`config.mk`:
```
export PLATFORM = sky130hd
export DESIGN_NAME = cmp_run_monitor
export DESIGN_NICKNAME = d
export VERILOG_FILES = /design/src/rtl/cmp_run_monitor.sv
export SDC_FILE = /design/constraint.sdc
export NUM_CORES = 1
export LEC_CHECK = 0
export ABC_CLOCK_PERIOD_IN_PS = 2600
export CAP_MARGIN = 40
export CORE_MARGIN = 3
export CORE_UTILIZATION = 30
export DETAILED_ROUTE_END_ITERATION = 8
export HOLD_SLACK_MARGIN = 0.1
export PLACE_DENSITY_LB_ADDON = 0.2
export SLEW_MARGIN = 30
export SYNTH_ARGS = -nofsm -noshare
export SYNTH_HDL_FRONTEND = slang
export SYNTH_SLANG_ARGS = --single-unit
```
`constraint.sdc`:
```
create_clock -name CLK -period 2.6 [get_ports CLK]
set_input_delay 0.52 -clock CLK [delete_from_list [all_inputs] [get_ports CLK]]
set_output_delay 0.52 -clock CLK [all_outputs]
set_load 0.05 [all_outputs]
```
`src/rtl/cmp_run_monitor.sv`:
```
// Run-control monitor for an N-node Cardinal CMP: detects program completion across
// participating nodes, waits out a flush window, then reports done or a watchdog timeout.
module cmp_run_monitor #(
  parameter int                NODES        = 4,
  parameter int                INST_W       = 32,
  parameter int                CNT_W        = 32,
  parameter int                FLUSH_CYCLES = 5,
  parameter int                TIMEOUT      = 500,
  parameter logic [INST_W-1:0] HALT_INST    = {INST_W{1'b0}},
  parameter int                STICKY       = 0
) (
  input  logic                      CLK,
  input  logic                      RESET,
  input  logic [NODES*INST_W-1:0]   inst_in,
  input  logic [NODES-1:0]          node_mask,
  output logic [CNT_W-1:0]          cycle_count,
  output logic [CNT_W-1:0]          run_cycles,
  output logic [NODES-1:0]          halted_vec,
  output logic [1:0]                state,
  output logic                      done,
  output logic                      timeout
);

  localparam logic [1:0] ST_RUN     = 2'd0;
  localparam logic [1:0] ST_FLUSH   = 2'd1;
  localparam logic [1:0] ST_DONE    = 2'd2;
  localparam logic [1:0] ST_TIMEOUT = 2'd3;

  localparam int TOT_W = NODES * INST_W;
  localparam int FC_W  = (FLUSH_CYCLES > 1) ? $clog2(FLUSH_CYCLES) : 1;

  localparam logic [FC_W-1:0]  FC_LAST  = FC_W'((FLUSH_CYCLES > 0) ? FLUSH_CYCLES - 1 : 0);
  localparam logic [FC_W-1:0]  FC_ONE   = FC_W'(1);
  localparam logic [FC_W-1:0]  FC_ZERO  = {FC_W{1'b0}};
  localparam logic [CNT_W-1:0] CNT_ONE  = CNT_W'(1);
  localparam logic [CNT_W-1:0] CNT_ZERO = {CNT_W{1'b0}};
  localparam logic [CNT_W-1:0] CNT_MAX  = {CNT_W{1'b1}};
  localparam logic [CNT_W-1:0] TO_LAST  = CNT_W'((TIMEOUT > 0) ? TIMEOUT - 1 : 0);

  // A limit beyond the counter's range can never be reached, so it must not alias a small value.
  localparam bit TO_EN     = (TIMEOUT != 0) && ((CNT_W >= 31) || ((TIMEOUT - 1) < (1 << CNT_W)));
  localparam bit STICKY_EN = (STICKY != 0);

  logic [1:0]       state_r,     state_nx_s;
  logic [CNT_W-1:0] cnt_r,       cnt_nx_s;
  logic [CNT_W-1:0] run_r,       run_nx_s;
  logic [NODES-1:0] halted_r,    halted_nx_s;
  logic [FC_W-1:0]  flush_cnt_r, flush_cnt_nx_s;
  logic             done_r;
  logic             timeout_r;
  logic [NODES-1:0] match_s;
  logic             all_halt_s;
  logic             to_hit_s;

  // Per-node halt match (node 0 occupies the most significant word) and the completion term
  always_comb begin
    match_s    = {NODES{1'b0}};
    all_halt_s = 1'b1;
    for (int k = 0; k < NODES; k++) begin
      match_s[k] = (inst_in[TOT_W-1-k*INST_W -: INST_W] == HALT_INST);
      if (node_mask[k] && !(match_s[k] || (STICKY_EN && halted_r[k]))) begin
        all_halt_s = 1'b0;
      end else begin
        all_halt_s = all_halt_s;
      end
    end
  end

  // Watchdog compare on the pre-increment cycle count
  always_comb begin
    if (TO_EN) begin
      to_hit_s = (cnt_r == TO_LAST);
    end else begin
      to_hit_s = 1'b0;
    end
  end

  // Next-state logic: completion takes priority over the watchdog on the same edge
  always_comb begin
    state_nx_s     = state_r;
    flush_cnt_nx_s = flush_cnt_r;
    run_nx_s       = run_r;
    halted_nx_s    = halted_r;
    case (state_r)
      ST_RUN: begin
        halted_nx_s = halted_r | match_s;
        if (all_halt_s) begin
          run_nx_s       = cnt_r;
          flush_cnt_nx_s = FC_ZERO;
          state_nx_s     = (FLUSH_CYCLES == 0) ? ST_DONE : ST_FLUSH;
        end else if (to_hit_s) begin
          state_nx_s = ST_TIMEOUT;
        end else begin
          state_nx_s = ST_RUN;
        end
      end
      ST_FLUSH: begin
        flush_cnt_nx_s = flush_cnt_r + FC_ONE;
        if (flush_cnt_r == FC_LAST) begin
          state_nx_s = ST_DONE;
        end else begin
          state_nx_s = ST_FLUSH;
        end
      end
      default: begin
        state_nx_s = state_r;
      end
    endcase
  end

  // Saturating cycle counter, live only while running or flushing
  always_comb begin
    if (((state_r == ST_RUN) || (state_r == ST_FLUSH)) && (cnt_r != CNT_MAX)) begin
      cnt_nx_s = cnt_r + CNT_ONE;
    end else begin
      cnt_nx_s = cnt_r;
    end
  end

  // State and output registers with synchronous reset
  always_ff @(posedge CLK) begin
    if (RESET) begin
      state_r     <= ST_RUN;
      cnt_r       <= CNT_ZERO;
      run_r       <= CNT_ZERO;
      halted_r    <= {NODES{1'b0}};
      flush_cnt_r <= FC_ZERO;
      done_r      <= 1'b0;
      timeout_r   <= 1'b0;
    end else begin
      state_r     <= state_nx_s;
      cnt_r       <= cnt_nx_s;
      run_r       <= run_nx_s;
      halted_r    <= halted_nx_s;
      flush_cnt_r <= flush_cnt_nx_s;
      done_r      <= (state_nx_s == ST_DONE);
      timeout_r   <= (state_nx_s == ST_TIMEOUT);
    end
  end

  assign cycle_count = cnt_r;
  assign run_cycles  = run_r;
  assign halted_vec  = halted_r;
  assign state       = state_r;
  assign done        = done_r;
  assign timeout     = timeout_r;

endmodule

```
==> results of run 1 <==
[placed cells by master (no fill, tap or decap), types with 4 or more instances in the layout]
cell	n
nor2_1	41
dfxtp_1	75
nand2_1	76
buf_4	22
clkbuf_16	9
and4_1	4
a31oi_1	4
o21ai_0	13
nand3_1	16
nor4_1	40
or3_1	8
and3_1	6
mux2i_1	32
nor3_1	10
nand4_1	16
clkdlybuf4s50_1	205
xor2_1	5
a21oi_1	14
xnor2_1	14
inv_1	7
[worst register-to-register path, stage by stage, from the launching register on]
cell	delay, ps
dfxtp_1	470
ha_1	320
and4b_1	280
nand4_1	120
or4b_4	560
or3_1	330
a21oi_1	140
[registers in the layout (all words and copies together), names as in the netlist]
name         count
cycle_count     32
done             1
flush_cnt_r      3
halted_vec       4
run_cycles      32
state            2
timeout          1
[per-layer routing]
layer	wire, um	track usage	share of wire
met5	0	0	0
met4	155	0.0412	0.012
met3	846	0.0518	0.067
met2	6240	0.329	0.49
met1	5370	0.247	0.43
[through the flow]
step	hold WS, ps	cells	TNS (ps)
4_1_cts	459	792	0
5_1_grt	470	792	0
3_3_place_gp	444	776	-3560
2_1_floorplan	453	425	0
6_report	453	792	0
3_5_place_dp	450	776	-5300
[final cells by class]
type,instances,share of cell area
Timing Repair Buffer,229,0.362
Clock buffer,10,0.0385
Multi-Input combinational cell,324,0.309
Inverter,8,0.00484
Sequential cell,75,0.242
Tap cell,140,0.0282
Clock inverter,6,0.0153
[worst paths after layout]
path | from | to | slack [ps] | cells after the start
setup / recovery | inst_in[65] | run_cycles[23] | 160 | 9
hold / removal | run_cycles[26] | run_cycles[26] | 450 | 2
setup reg to reg | cycle_count[0] | cycle_count[26] | 340 | 6
hold reg to reg | run_cycles[26] | run_cycles[26] | 450 | 2
[power breakdown]
| part | internal (mW) | switching [mW] | leakage [nW] |
|---|---|---|---|
| Combinational | 0.210 | 0.102 | 1.48 |
| Sequential | 1.16 | 0.00967 | 0.605 |
| Clock | 0.876 | 0.489 | 0.164 |
[kinds of logic (layout without fill, tap and decap cells)]
| family | count (synthesis) | in the layout | synth area share |
|---|---|---|---|
| xor gates and xnor gates | 19 | 19 | 0.0473 |
| muxes | 32 | 32 | 0.0910 |
| AOI/OAI and AO/OA | 42 | 42 | 0.0689 |
| adders and majority gates | 3 | 3 | 0.0107 |
| and+or+nand+nor | 228 | 228 | 0.325 |
| buffers and inverters | 26 | 253 | 0.0306 |
| DFF | 75 | 75 | 0.426 |
[timing repair]
| item | CTS | global route |
|---|---|---|
| gates resized for setup | 0 | 3 |
| setup endpoints to repair | 0 | 13 |
| hold buffers | 0 | 0 |
| hold endpoints to repair | 0 | 0 |
==> run metrics, run 1 <==
CP Capture Type flop; Post-Route WL 12600 um; Fin. Hold Viols 0; Synth area leader dfxtp_1; status finished clean; initial drt markers 196; largest net degree at the start of global routing 40; share of post-route cells with drive strength above 1 0.0721; crit path buf inv count 3; Worst-Margin Slew 590 ps; wire length per cell 15.9 um; area of the multi-input gates 1920 um2; Hold Path Class reg2reg; Fillers 1049; starting density of the core 0.315; MaxCap Viol Count 0; Max Fclk 409 MHz; Worst path max stage delay 500 ps; Yosys cell types 38; dpl hpwl 10200 um; VDD IR-drop max 0.000397 V; kind of critical path in2reg; Post-CTS Setup Inserts 0; DRC violations left 0; post-synth top area share 0.426; Max FO, Critical Path 8; vias 3952; CTS Buffer Depth 2; CP delay by family, top simple AND/OR/NAND/NOR gates; Async S/R FF share, synth 0; Die ar. 13100 um2; CTS tree yes; EDFF count, synth 0; number of global-route vias before repair 3958; DR vias/cell 4.99; Chip Width 114 um; Total GRT Usage 0.194; TritonCTS Buffers 9; Setup Viol. Count Final 0; row count 38; Reg clk slew, reported paths 60 ps; Die Y 114 um; critical-path cell list clkdlybuf4s50_1 > nor4_1 > nand4_1 > o21ai_0 > nand4_1 > buf_4 > nor3_2 > buf_4 > mux2i_1; H-Tree Depth 3; GP Congestion 0.873; Max-slew headroom 0.604; Top FF cell, synth dfxtp_1; initial antenna violation count 0; RSZ-0062 raised after global routing false; FF/Latch Area 1500 um2; I/O pins 206; top cells by area, synth dfxtp_1 (43%), mux2i_1 (9.1%), nand2_1 (8.1%); sequential element share of the synthesized area 0.426; Fin Clk Skew 6.20 ps; syn nets 562; nets 784; # clock sinks 75; CP required 2850 ps; core area 11200 um2; Power, Total 2.84 mW; Final Util 0.555; crit path time final 2440 ps; Critical Path AT 2700 ps; cell area after layout 6210 um2; Root Driver clkbuf_16; post-synthesis register bit count 75; Gate Count Post-Synth 425; count leader, synth nand2_1; syn avg cell area 8.28 um2; Syn. warnings 0; drt pass-1 iters 4; final worst slack 156 ps; Leakage 2.25 nW; first-pass GRT wire length 20100 um; max-slew violations 0; port bufs 205; cell area after synthesis 3520 um2; worst skew pair latency 330 ps; crit start category input pin; n_diodes 0; Detail Route Antenna Nets 0; slowest CP cell nor4_1; power density over the cells 458 nW/um2; synth cell count leaders nand2_1 (76), dfxtp_1 (75), nor2_1 (41), nor4_1 (40), mux2i_1 (32); Placed Area 5870 um2; Syn-to-layout area delta 76.3%; dpl ws -192 ps; post-route clock period utilization 0.940; Overflow after GRT 0
Power figures use the tool's default switching activity.
==> inputs of run 2 (changes only) <==
--- a/config.mk
+++ b/config.mk
@@ -7,12 +7,14 @@
 export LEC_CHECK = 0
 export ABC_CLOCK_PERIOD_IN_PS = 2600
 export CAP_MARGIN = 40
+export CELL_PAD_IN_SITES_DETAIL_PLACEMENT = 1
+export CELL_PAD_IN_SITES_GLOBAL_PLACEMENT = 2
 export CORE_MARGIN = 3
-export CORE_UTILIZATION = 30
+export CORE_UTILIZATION = 20
 export DETAILED_ROUTE_END_ITERATION = 8
 export HOLD_SLACK_MARGIN = 0.1
 export PLACE_DENSITY_LB_ADDON = 0.2
-export SLEW_MARGIN = 30
 export SYNTH_ARGS = -nofsm -noshare
 export SYNTH_HDL_FRONTEND = slang
 export SYNTH_SLANG_ARGS = --single-unit
+export TNS_END_PERCENT = 100
==> run 2 against run 1 <==
Effect of this change:
- count of clock-buffer cells in the layout grew 2
- register-to-register slack lost 20 ps
- total power down 2.7%
- cell count is 10% higher
- largest cell class unchanged
- via count increased by 1.8%
- critical endpoint is now run_cycles[10]
- clock power down 6%
- non-clock buffer count up 1
- sequential share of layout area down 0.35 points
==> run metrics, run 2 (same netlist as run 1, synthesis figures left out) <==
status finished clean; H-Tree Depth 3; Hold Path Class reg2reg; Reg clk slew, reported paths 60 ps; share of post-route cells with drive strength above 1 0.0720; crit start category input pin; Cell Count, Final, Fillers Out 873; port bufs 205; MaxCap Viol Count 0; Fillers 1973; kind of critical path in2reg; Worst-Margin Slew 611 ps; Detail Route Antenna Nets 0; Max Fclk 405 MHz; number of global-route vias before repair 4317; Final Util 0.373; drt pass-1 iters 6; TritonCTS Buffers 9; CP Capture Type flop; dpl hpwl 12600 um; # clock sinks 75; Root Driver clkbuf_16; power density over the cells 439 nW/um2; Post-Route WL 15600 um; Leakage 2.25 nW; n_diodes 0; commonest non-fill, non-tap cell in the layout clkdlybuf4s50_1; VDD IR-drop max 0.000303 V; Fin. Hold Viols 0; core area 16900 um2; post-route clock period utilization 0.949; Cells after DPL 857; Seq pwr share 0.421; DRC violations left 0; row count 47; Fin Clk Skew 8.58 ps; reg2reg path depth 6; switching share of total power 0.218; Internal Pwr Total 2.16 mW; GP Congestion 0.855; Chip Width 139 um; DR vias/cell 4.61; Die Y 139 um; max-slew violations 0; CP required 2860 ps; P_sw 0.602 mW; Critical Path AT 2730 ps; Hold Crit Depth 2; Hold Path Sink run_cycles[6]; most frequent cells in the layout clkdlybuf4s50_1 (205), nand2_1 (76), dfxtp_1 (75); vias 4025; Die ar. 19200 um2; nets 785; r2r startpoint cycle_count[1]; Max FO, Critical Path 11; worst skew pair latency 340 ps; first-pass GRT wire length 24800 um; hold_buf cts 0; Power, Total 2.76 mW; hold_sp run_cycles[6]; starting density of the core 0.209; Overflow after GRT 0; crit path time final 2470 ps; largest net degree at the start of global routing 40; internal reg-to-reg setup slack 320 ps; Syn-to-layout area delta 78.9%; I/O pins 206; Post-CTS Setup Inserts 0; initial drt markers 127; reg2reg end cycle_count[26]; Max-slew headroom 0.589; Clk pwr share 0.462; wire length per cell 17.9 um; CTS tree yes; combinational share of power 0.117; initial antenna violation count 0; RSZ-0062 raised after global routing false; CTS Buffer Depth 2; Setup Viol. Count Final 0; Total GRT Usage 0.162
[run 2: changes by cell type in the layout (fill, tap and decap cells not counted), sizes merged]
| cell | before | now |
|---|---|---|
| bufinv | 2 | 1 |
| clkbuf | 10 | 12 |
| buf | 24 | 25 |
| clkinv | 2 | 3 |
| inv | 10 | 8 |
[run 2: timing repair]
action,CTS,global route
resized for setup,0,3
hold endpoints to repair,0,0
setup endpoints to repair,0,17
[run 2: power by group through the flow]
stage	Combinational [mW]	Sequential [mW]	Clock, mW
5_1_grt	0.344	1.16	1.38
3_3_place_gp	0.316	1.19	0
3_5_place_dp	0.323	1.19	0
4_1_cts	0.325	1.16	1.34
6_report	0.323	1.16	1.28
2_1_floorplan	0.0587	1.21	0
[run 2: final cells by class]
cell class,instances,area [um2],share of cell area
multi-input cells,324,1920,0.304
clock inverters,4,48.8,0.00775
repair buffers,230,2270,0.360
clock buffers,12,256,0.0407
well taps,220,275,0.0437
inverters,8,30.0,0.00477
flip-flops and latches,75,1500,0.238
[run 2: worst max path at each step]
| stage | startpoint | to | cells past startpoint |
|---|---|---|---|
| floorplan | cycle_count[23] | cycle_count[22] | 6 |
| global placement | inst_in[81] | run_cycles[10] | 10 |
| detailed placement | inst_in[81] | run_cycles[5] | 10 |
| CTS | inst_in[81] | run_cycles[5] | 10 |
| global route | inst_in[81] | run_cycles[23] | 10 |
| finish | inst_in[81] | run_cycles[10] | 10 |
[run 2: metal layers]
metal / wire, um / track usage / part of all wire
met5: 0 / 0 / 0
met4: 210 / 0.0427 / 0.013
met3: 617 / 0.0400 / 0.040
met2: 7900 / 0.280 / 0.51
met1: 6870 / 0.202 / 0.44
[run 2: stage by stage]
| step | setup WS [ps] | instance area, um2 | TNS [ps] | hold WS, ps |
|---|---|---|---|---|
| floorplan | 171 | 3520 | 0 | 453 |
| finish | 132 | 6300 | 0 | 461 |
| CTS | 69.3 | 6290 | 0 | 463 |
| global route | 1.87 | 6300 | 0 | 482 |
| detailed placement | -296 | 5990 | -7470 | 453 |
| global placement | -251 | 5990 | -7720 | 445 |
[run 2: critical path: stages]
cell	delay, ps
clkdlybuf4s50_1	410
nor4_1	350
nand4_1	200
o21ai_0	210
buf_4	130
nand4_1	130
buf_4	170
nor3_2	160
buf_6	220
mux2i_1	220
